$ cat config.mk
export PLATFORM = sky130hd
export DESIGN_NAME = apbuart_host
export DESIGN_NICKNAME = d
export VERILOG_FILES = /design/src/rtl/apbuart_pkg.sv /design/src/rtl/apb_master_port.sv /design/src/rtl/apbuart_host.sv
export SDC_FILE = /design/constraint.sdc
export NUM_CORES = 1
export LEC_CHECK = 0
export CORE_UTILIZATION = 32
export DETAILED_ROUTE_END_ITERATION = 10
export PLACE_DENSITY_LB_ADDON = 0.08
export SETUP_SLACK_MARGIN = 0.02
export SLEW_MARGIN = 25
export SYNTH_ARGS = -nofsm -noshare
export SYNTH_HDL_FRONTEND = slang
export SYNTH_SLANG_ARGS = --single-unit
$ cat constraint.sdc
create_clock -name clk -period 1.4 [get_ports clk]
set_input_delay 0.28 -clock clk [delete_from_list [all_inputs] [get_ports clk]]
set_output_delay 0.28 -clock clk [all_outputs]
set_load 0.02 [all_outputs]
$ cat src/rtl/apbuart_pkg.sv
// apbuart_pkg: shared definitions for the apbuart_host APB initiator.
//   - UART register offsets relative to the UART base address
//   - status register bit positions
//   - host FSM state encoding
//   - scaler_val(): elaboration-time baud scaler computation
package apbuart_pkg;

  localparam logic [31:0] UART_DATA = 32'h0000_0000;
  localparam logic [31:0] UART_STAT = 32'h0000_0004;
  localparam logic [31:0] UART_CTRL = 32'h0000_0008;
  localparam logic [31:0] UART_SCL  = 32'h0000_000C;

  localparam int DR = 0;
  localparam int OV = 4;
  localparam int PE = 5;
  localparam int FE = 6;
  localparam int TF = 9;

  typedef enum logic [2:0] {
    CFG_CTRL,
    CFG_SCL,
    IDLE,
    POLL,
    RD_DATA,
    WR_DATA,
    GAP
  } state_e;

  // UART runs 8 scaler ticks per bit; integer division truncates.
  function automatic logic [31:0] scaler_val(input int clk_freq, input int baud);
    return 32'(clk_freq / (baud * 8) - 1);
  endfunction

endpackage

$ cat src/rtl/apb_master_port.sv
// apb_master_port: single-transfer APB engine.
//   i_req/i_addr/i_wr/i_wdata : transfer request, sampled when the port is idle
//   o_done                    : high in the completing ACCESS cycle
//   o_rdata/o_err             : read data / pslverr, valid with o_done
//   psel..pwdata              : APB request outputs (all registered)
//   prdata/pready/pslverr     : APB response inputs
// After every completion the port spends one cycle idle, so back-to-back
// requests are always separated by at least one idle bus cycle.
module apb_master_port (
  input  logic        clk,
  input  logic        rstn,
  input  logic        i_req,
  input  logic [31:0] i_addr,
  input  logic        i_wr,
  input  logic [31:0] i_wdata,
  output logic        o_done,
  output logic [31:0] o_rdata,
  output logic        o_err,
  output logic        o_psel,
  output logic        o_penable,
  output logic [31:0] o_paddr,
  output logic        o_pwrite,
  output logic [31:0] o_pwdata,
  input  logic [31:0] i_prdata,
  input  logic        i_pready,
  input  logic        i_pslverr
);

  logic        r_psel, r_penable, r_pwrite;
  logic [31:0] r_paddr, r_pwdata;

  always_ff @(posedge clk or negedge rstn) begin
    if (!rstn) begin
      r_psel    <= 1'b0;
      r_penable <= 1'b0;
      r_pwrite  <= 1'b0;
      r_paddr   <= '0;
      r_pwdata  <= '0;
    end else if (r_psel && r_penable && i_pready) begin
      r_psel    <= 1'b0;
      r_penable <= 1'b0;
    end else if (r_psel) begin
      r_penable <= 1'b1;
    end else if (i_req) begin
      // address/data captured once so they stay stable through wait states
      r_psel    <= 1'b1;
      r_paddr   <= i_addr;
      r_pwrite  <= i_wr;
      r_pwdata  <= i_wdata;
    end
  end

  assign o_done    = r_psel & r_penable & i_pready;
  assign o_rdata   = i_prdata;
  assign o_err     = o_done & i_pslverr;
  assign o_psel    = r_psel;
  assign o_penable = r_penable;
  assign o_paddr   = r_paddr;
  assign o_pwrite  = r_pwrite;
  assign o_pwdata  = r_pwdata;

endmodule

$ cat src/rtl/apbuart_host.sv
// apbuart_host: APB initiator that configures and services one apbuart.
//   clk/rstn              : clock, async active-low reset
//   psel..pslverr         : APB initiator port
//   tx_valid/tx_data/tx_ready : TX byte stream in
//   rx_valid/rx_data/rx_ready : RX byte stream out
//   cfg_done              : ctrl and scaler written
//   bus_err               : sticky, any pslverr seen
//   line_err[2:0]         : sticky {FE,PE,OV}, only with APBUART_HOST_ERR_EN
// Optional feature macro: APBUART_HOST_ERR_EN.
module apbuart_host
  import apbuart_pkg::*;
#(
  parameter int          CLK_FREQ   = 50000000,
  parameter int          BAUD       = 9600,
  parameter logic [31:0] CTRL_INIT  = 32'h0000_0003,
  parameter logic [31:0] PADDR_BASE = 32'h0000_0000,
  parameter int          POLL_GAP   = 4
) (
  input  logic        clk,
  input  logic        rstn,
  output logic        psel,
  output logic        penable,
  output logic [31:0] paddr,
  output logic        pwrite,
  output logic [31:0] pwdata,
  input  logic [31:0] prdata,
  input  logic        pready,
  input  logic        pslverr,
  input  logic        tx_valid,
  input  logic [7:0]  tx_data,
  output logic        tx_ready,
  output logic        rx_valid,
  output logic [7:0]  rx_data,
  input  logic        rx_ready,
  output logic        cfg_done,
  output logic        bus_err
`ifdef APBUART_HOST_ERR_EN
  ,output logic [2:0] line_err
`endif
);

  localparam logic [31:0] SCALER = scaler_val(CLK_FREQ, BAUD);
  localparam int          GW     = (POLL_GAP > 1) ? $clog2(POLL_GAP) : 1;

  state_e      r_state, w_next;
  logic        r_polled, r_dr, r_tf;
  logic [GW-1:0] r_gap;
  logic        r_rx_valid, r_cfg_done, r_bus_err;
  logic [7:0]  r_rx_data;
  logic        w_req, w_wr, w_done, w_err, w_gap_end;
  logic [31:0] w_addr, w_wdata, w_rdata;
  logic        w_unused;

  apb_master_port u_port (
    .clk       (clk),
    .rstn      (rstn),
    .i_req     (w_req),
    .i_addr    (w_addr),
    .i_wr      (w_wr),
    .i_wdata   (w_wdata),
    .o_done    (w_done),
    .o_rdata   (w_rdata),
    .o_err     (w_err),
    .o_psel    (psel),
    .o_penable (penable),
    .o_paddr   (paddr),
    .o_pwrite  (pwrite),
    .o_pwdata  (pwdata),
    .i_prdata  (prdata),
    .i_pready  (pready),
    .i_pslverr (pslverr)
  );

  assign w_gap_end = (POLL_GAP <= 1) || (r_gap == GW'(POLL_GAP - 1));
  assign w_unused  = ^w_rdata;

  always_comb begin
    w_next  = r_state;
    w_req   = 1'b0;
    w_addr  = PADDR_BASE + UART_STAT;
    w_wr    = 1'b0;
    w_wdata = '0;
    case (r_state)
      CFG_CTRL: begin
        w_req   = 1'b1;
        w_addr  = PADDR_BASE + UART_CTRL;
        w_wr    = 1'b1;
        w_wdata = CTRL_INIT;
        if (w_done) w_next = CFG_SCL;
      end
      CFG_SCL: begin
        w_req   = 1'b1;
        w_addr  = PADDR_BASE + UART_SCL;
        w_wr    = 1'b1;
        w_wdata = SCALER;
        if (w_done) w_next = IDLE;
      end
      IDLE: w_next = POLL;
      POLL: begin
        // the cycle after a clean poll is the decision cycle (no request)
        w_req = !r_polled;
        if (r_polled) begin
          if (r_dr && !r_rx_valid)      w_next = RD_DATA;
          else if (tx_valid && !r_tf)   w_next = WR_DATA;
          else                          w_next = GAP;
        end else if (w_err) begin
          w_next = GAP;
        end
      end
      RD_DATA: begin
        w_req  = 1'b1;
        w_addr = PADDR_BASE + UART_DATA;
        if (w_done) w_next = GAP;
      end
      WR_DATA: begin
        w_req   = 1'b1;
        w_addr  = PADDR_BASE + UART_DATA;
        w_wr    = 1'b1;
        w_wdata = {24'b0, tx_data};
        if (w_done) w_next = GAP;
      end
      GAP:     if (w_gap_end) w_next = IDLE;
      default: w_next = CFG_CTRL;
    endcase
  end

  always_ff @(posedge clk or negedge rstn) begin
    if (!rstn) begin
      r_state    <= CFG_CTRL;
      r_polled   <= 1'b0;
      r_dr       <= 1'b0;
      r_tf       <= 1'b0;
      r_gap      <= '0;
      r_rx_valid <= 1'b0;
      r_rx_data  <= '0;
      r_cfg_done <= 1'b0;
      r_bus_err  <= 1'b0;
    end else begin
      r_state <= w_next;
      if (r_state != POLL || r_polled) r_polled <= 1'b0;
      else if (w_done && !w_err)       r_polled <= 1'b1;
      // a poll answered with pslverr leaves the latched status untouched
      if (r_state == POLL && w_done && !w_err) begin
        r_dr <= w_rdata[DR];
        r_tf <= w_rdata[TF];
      end
      r_gap <= (r_state == GAP) ? r_gap + 1'b1 : '0;
      if (r_state == RD_DATA && w_done && !w_err) begin
        r_rx_valid <= 1'b1;
        r_rx_data  <= w_rdata[7:0];
      end else if (r_rx_valid && rx_ready) begin
        r_rx_valid <= 1'b0;
      end
      if (r_state == CFG_SCL && w_done) r_cfg_done <= 1'b1;
      if (w_err)                        r_bus_err  <= 1'b1;
    end
  end

`ifdef APBUART_HOST_ERR_EN
  logic [2:0] r_line_err;
  always_ff @(posedge clk or negedge rstn) begin
    if (!rstn) r_line_err <= '0;
    else if (r_state == POLL && w_done && !w_err)
      r_line_err <= r_line_err | {w_rdata[FE], w_rdata[PE], w_rdata[OV]};
  end
  assign line_err = r_line_err;
`endif

  // the byte is consumed only on the completing ACCESS cycle of the write
  assign tx_ready = (r_state == WR_DATA) & w_done;
  assign rx_valid = r_rx_valid;
  assign rx_data  = r_rx_data;
  assign cfg_done = r_cfg_done;
  assign bus_err  = r_bus_err;

endmodule

Word level (Yosys, flattened, before mapping)
Index checks and enable logic that the tools add are counted.
- memories kept: 0
- RAM bits: 0
- logic and storage cells: 82
- ROM bits: 0
- output and inout port bits: 79
- bits in latches: 0
- flip-flop bits (word level): 86
- input port bits: 46
- shift operators: 0
- bitwise logic cells: 6
- equality and inequality tests: 13
- muxes and demuxes: 23
- $mul: 0
- $add $sub $neg: 1
- magnitude comparators: 0
- reductions and logical operators: 25
- divide/modulo/power cells: 0
- operators by type and width (kind ; number):
    10-bit one-hot mux with 3 select lines ; 1
    3-bit 2-to-1 mux ; 6
    3-bit one-hot mux with 6 select lines ; 1
    4-bit one-hot mux with 3 select lines ; 1
    1-bit logical AND ; 11
    1-bit 2-to-1 mux ; 10
    3-bit == test, second input constant ; 3
    3-bit by 2-bit == test with 1-bit output, second input constant ; 2
    2-bit 2-to-1 mux ; 3
    2-bit by 1-bit != test with 1-bit output, second input constant ; 3
    2-bit nonzero test ; 3
    5-bit AND reduction ; 1
    1-bit bitwise AND ; 4
    1-bit logical NOT ; 4
    4-bit OR reduction ; 1
    3-bit by 1-bit == test with 1-bit output, second input constant ; 1
    3-bit logical NOT ; 1
    3-bit by 2-bit != test with 1-bit output, second input constant ; 1
    3-bit != test, second input constant ; 1
    3-bit AND reduction ; 1
    3-bit OR reduction ; 1
    2-bit by 1-bit adder with 2-bit output, second input constant ; 1
    2-bit == test, second input constant ; 1
    2-bit != test, second input constant ; 1
    other kinds (4) ; 5

Depth between registers and ports, before layout
- depth in word-level cells: 7
- mapped depth: 6
- depth with buffers taken out: 4

Cells and area by module
Synthesis repeated with hierarchy kept, for this count alone.
- cells, all modules: 263
- area, all modules: 3901.2 µm²
- modules (own cells, without submodules) (module ; instances ; seq. area each (µm²) ; cells an instance ; area each (µm²)):
    apb_master_port ; 1 ; 1676.6 ; 178 ; 2989.1
    apbuart_host ; 1 ; 475.5 ; 85 ; 912.1

Worst setup path after synthesis
No wires, ideal clock.
- path type: reg-to-reg
- start: reg u_port.r_psel, in the netlist u_port.o_psel
- end: reg r_state[0]
- data required time: 1275 ps
- arrival time: 1367 ps
- stages on the path, launching flop included: 6
- library setup time: 125 ps
- clock period less this slack: 1492 ps
- buffers on the path: 1
- path slack: -92 ps
- path through: dfrtp_1 and3_1 buf_6 o21ai_0 a2bb2oi_2 mux2_4
- word-level cells in the longest chain between the ends: 5
- elaborated cells on any way between the ends: 8
- those cells by class: 4 x eq/ne; 3 x bitwise; 1 x reduce/logical
- RTL lines (what ; line ; text):
    from (decl) ; apb_master_port.sv:29 ; logic r_psel, r_penable, r_pwrite;
    from (signal assigned) ; apb_master_port.sv:34 ; r_psel <= 1'b0;
    from (signal assigned) ; apb_master_port.sv:40 ; r_psel <= 1'b0;
    from (signal assigned) ; apb_master_port.sv:46 ; r_psel <= 1'b1;
    1-bit bitwise AND * (2 in a row) ; apb_master_port.sv:53 ; assign o_done = r_psel & r_penable & i_pready;
    1-bit bitwise AND ; apb_master_port.sv:55 ; assign o_err = o_done & i_pslverr;
    3-bit != test (no source line) ; n/a ;
    5-bit AND reduction (no source line) * ; n/a ;
    to (signal assigned) ; apbuart_host.sv:139 ; r_state <= w_next;
    to (decl) ; apbuart_host.sv:45 ; state_e r_state, w_next;
Every way passes the cells marked *; elsewhere a longest branch is shown, timed or not.
A chain may end at the register's enable or synchronous reset.

Final worst setup path
- start: reg r_state[0]
- end: reg r_state[0]
- word-level cells in the longest chain between the ends: 4
- elaborated cells on any way between the ends: 15
- those cells by class: 11 x eq/ne; 1 x mux; 3 x reduce/logical
- RTL lines (what ; line ; text):
    3-bit == test ; apbuart_host.sv:83 ; case (r_state)
    2-bit OR reduction (no source line) ; n/a ;
    2-bit by 1-bit != test with 1-bit output (no source line) ; n/a ;
    5-bit AND reduction (no source line) ; n/a ;
Several ways; a longest one is shown, not always the timed one.

==> results.md <==
* Status: finished, violations left
* Failing checks: negative setup slack
* CP endpoint kind: flip-flop
* Post-synth EDFFs at 0
* First-pass GRT wire length at 6280 µm
* CTS tree: yes
* Crit Path Class: flip-flop to flip-flop
* Area growth, synth to finish at 37.9%
* CP delay by family, top: flip-flops
* Synth cell count leaders: 54 x buf_4, 33 x dfrtp_1, 19 x nand2_1
* H-tree lvl count at 2
* Maximum VDD drop at 0.918 mV
* CP max stage cell: dfrtp_1
* Vias in the first global route at 1365
* Drt pass-1 iters at 4
* Mapped Avg Cell Area at 10.2 µm²
* Clk root buf: clkbuf_8
* Period utilisation layout at 105%
* Register area share after synthesis at 43.9%
* Starting DRT DRC Count at 49
* Synth area leader: dfrtp_1
* Core area at 5570 µm²
* Die Y-Extent at 78.7 µm
* Synth warnings at 0
* Nets at 306
* Die ar. at 6190 µm²
* Final Skew at 0.00453 ns
* DRC violations left at 0
* Worst Path Arrival at 1.64 ns
* Post-DP Area at 2370 µm²
* Max-Cap Viols at 0
* CTS clk-pin slew, worst paths at 0.07 ns
* Average routed wire per standard cell at 11.5 µm
* Hpwl dp at 2610 µm
* Period minus WS final at 1.47 ns
* Largest net degree at the start of global routing at 34
* #FFs+latches synth at 33
* DIE WIDTH at 78.7 µm
* Post-synth cell types at 38
* Reg2reg path depth at 5
* Slowest cell delay on critical path at 0.41 ns
* Required time worst endpoint at 1.57 ns
* Dominant synthesized flop cell: dfrtp_1
* R2R Path Start: r_state[0]
* Final setup margin at -0.0652 ns
* Critical R2R Capture: r_state[0]
* Most instantiated library cell after synthesis: buf_4
* IO buf count at 48
* Pre-CTS WS at -0.575 ns
* Row Count at 27
* CTS Buf Count at 5
* CP Launch Type: flip-flop
* Clk_lat worst skew at 0.28 ns
* Critical-path cell list: buf_6, and2b_4, nand2_2, a2bb2oi_2, mux2_4
* Max frequency at 0.683 GHz
* Via density at 4.08
* Initial antenna violation count at 0
* Clock Tree Buf Depth at 2
* Final Slew Violations at 0
* I/O pin cnt at 125
* Worst R2R Setup Slack at -0.07 ns
* Grt total ovfl at 0
* Ys async rst share at 100%
* Max FO, Critical Path at 5
* Antenna-violating nets left at 0
* Type of the tightest min-delay check: input pin to async pin
* Initial Util at 33.7%
* Number of inserted diodes at 0
* Total track usage at 13.3%
* Syn Inst Count at 184
* Leakage Power at 1.30 nW
* Synth area leaders: dfrtp_1 44%, buf_4 22%, mux2_2 6.0%
* Final setup fails at 8
* Final instance area at 2590 µm²
* PD cells at 1840 nW/µm²
* RD Place Congestion at 0.703
* Post-CTS Hold Buffers at 0
* Final hold vios at 0
* Mapped cell area at 1880 µm²
* Clock sink total at 33
* Drt total wl at 3820 µm
* Via count at 1353
* Critical path buffers and inverters at 1
* Worst Setup SP: r_state[0]
* Post-synth top area share at 43.9%
* Layout cell share with drive strength beyond 1 at 25.8%
* Unrepaired setup endpoints after global routing: yes
[registers in the layout, summed over array words and instances (netlist names)]
name              count
r_dr                  1
r_gap                 2
u_port.o_psel         1
rx_valid              1
u_port.o_penable      1
u_port.o_pwrite       1
r_polled              1
cfg_done              1
r_state               3
u_port.o_paddr        2
rx_data               8
bus_err               1
r_tf                  1
u_port.o_pwdata       9
[how the worst max path moves through the flow]
stage	slack (ns)	end	cells after the start
final	-0.07	r_state[0]	5
after global routing	-0.11	tx_ready	4
after CTS	-0.05	r_state[0]	5
after detailed placement	-0.57	tx_ready	4
after global placement	-0.56	tx_ready	4
after floorplan	0.003	r_dr	4
[report_power, final]
part / total, W / switching, W / internal [W]
Sequential: 0.00145 / 0.000165 / 0.00128
Combinational: 0.00262 / 0.00137 / 0.00125
Clock: 0.000699 / 0.000345 / 0.000353
[layer usage]
metal / routed length (µm) / vias up / global-route usage, %
li1: - / 657 / -
met1: 1610 / 633 / 15.4
met2: 1820 / 59 / 21.7
met3: 360 / 4 / 7.09
met4: 23 / 0 / 2.78
met5: 0 / - / 0
[what timing repair did]
item	CTS	global route
pin swaps	1	3
buffers inserted	5	3
setup endpoints to repair	45	21
gates resized for setup	50	11
gates cloned	1	0
[cell type report]
| cell class | count | area, µm² |
|---|---|---|
| clock buffer | 8 | 80.1 |
| fill | 573 | 2980 |
| inverter | 4 | 15.0 |
| multi-input combinational | 141 | 891 |
| sequential | 33 | 828 |
| tap | 72 | 90.1 |
| timing repair buffer | 74 | 689 |
[through the flow]
| stage | TNS [ns] | utilization [%] | std cells | power (W) | hold slack (ns) |
|---|---|---|---|---|---|
| 4_1_cts | -0.0889 | 45.2 | 329 | 0.00465 | 0.369 |
| 3_3_place_gp | -3.77 | 42.5 | 315 | 0.00386 | 0.426 |
| 2_1_floorplan | 0 | - | 236 | 0.00295 | -0.0156 |
| 5_1_grt | -0.711 | 46.5 | 332 | 0.00508 | 0.369 |
| 3_5_place_dp | -3.88 | 42.5 | 315 | 0.00387 | 0.428 |
| 6_report | -0.293 | 46.5 | 332 | 0.00477 | 0.354 |
[logic make-up after synthesis]
kind of cell / synth area share, %
buffers and inverters: 24.6
AND/OR/NAND/NOR: 14.1
AO/OA/AOI/OAI: 9.25
other: 0.199
adder cells (fa/ha/maj): 0.665
multiplexers: 7.32
flip-flops: 43.9
[layout by cell type, fill, tap and decap left out, drive strengths merged, types with 2 or more instances in the layout]
| cell type | count |
|---|---|
| a21o | 3 |
| a21oi | 2 |
| and3 | 4 |
| buf | 29 |
| clkbuf | 8 |
| clkdlybuf4s50 | 21 |
| conb | 53 |
| dfrtp | 33 |
| dlygate4sd2 | 24 |
| inv | 4 |
| mux2 | 11 |
| nand2 | 20 |
| nand2b | 4 |
| nand3 | 3 |
| nor2 | 7 |
| nor2b | 2 |
| nor3 | 3 |
| o21ai | 12 |
| o31ai | 4 |
No activity file was read; power rests on OpenSTA's default activity.
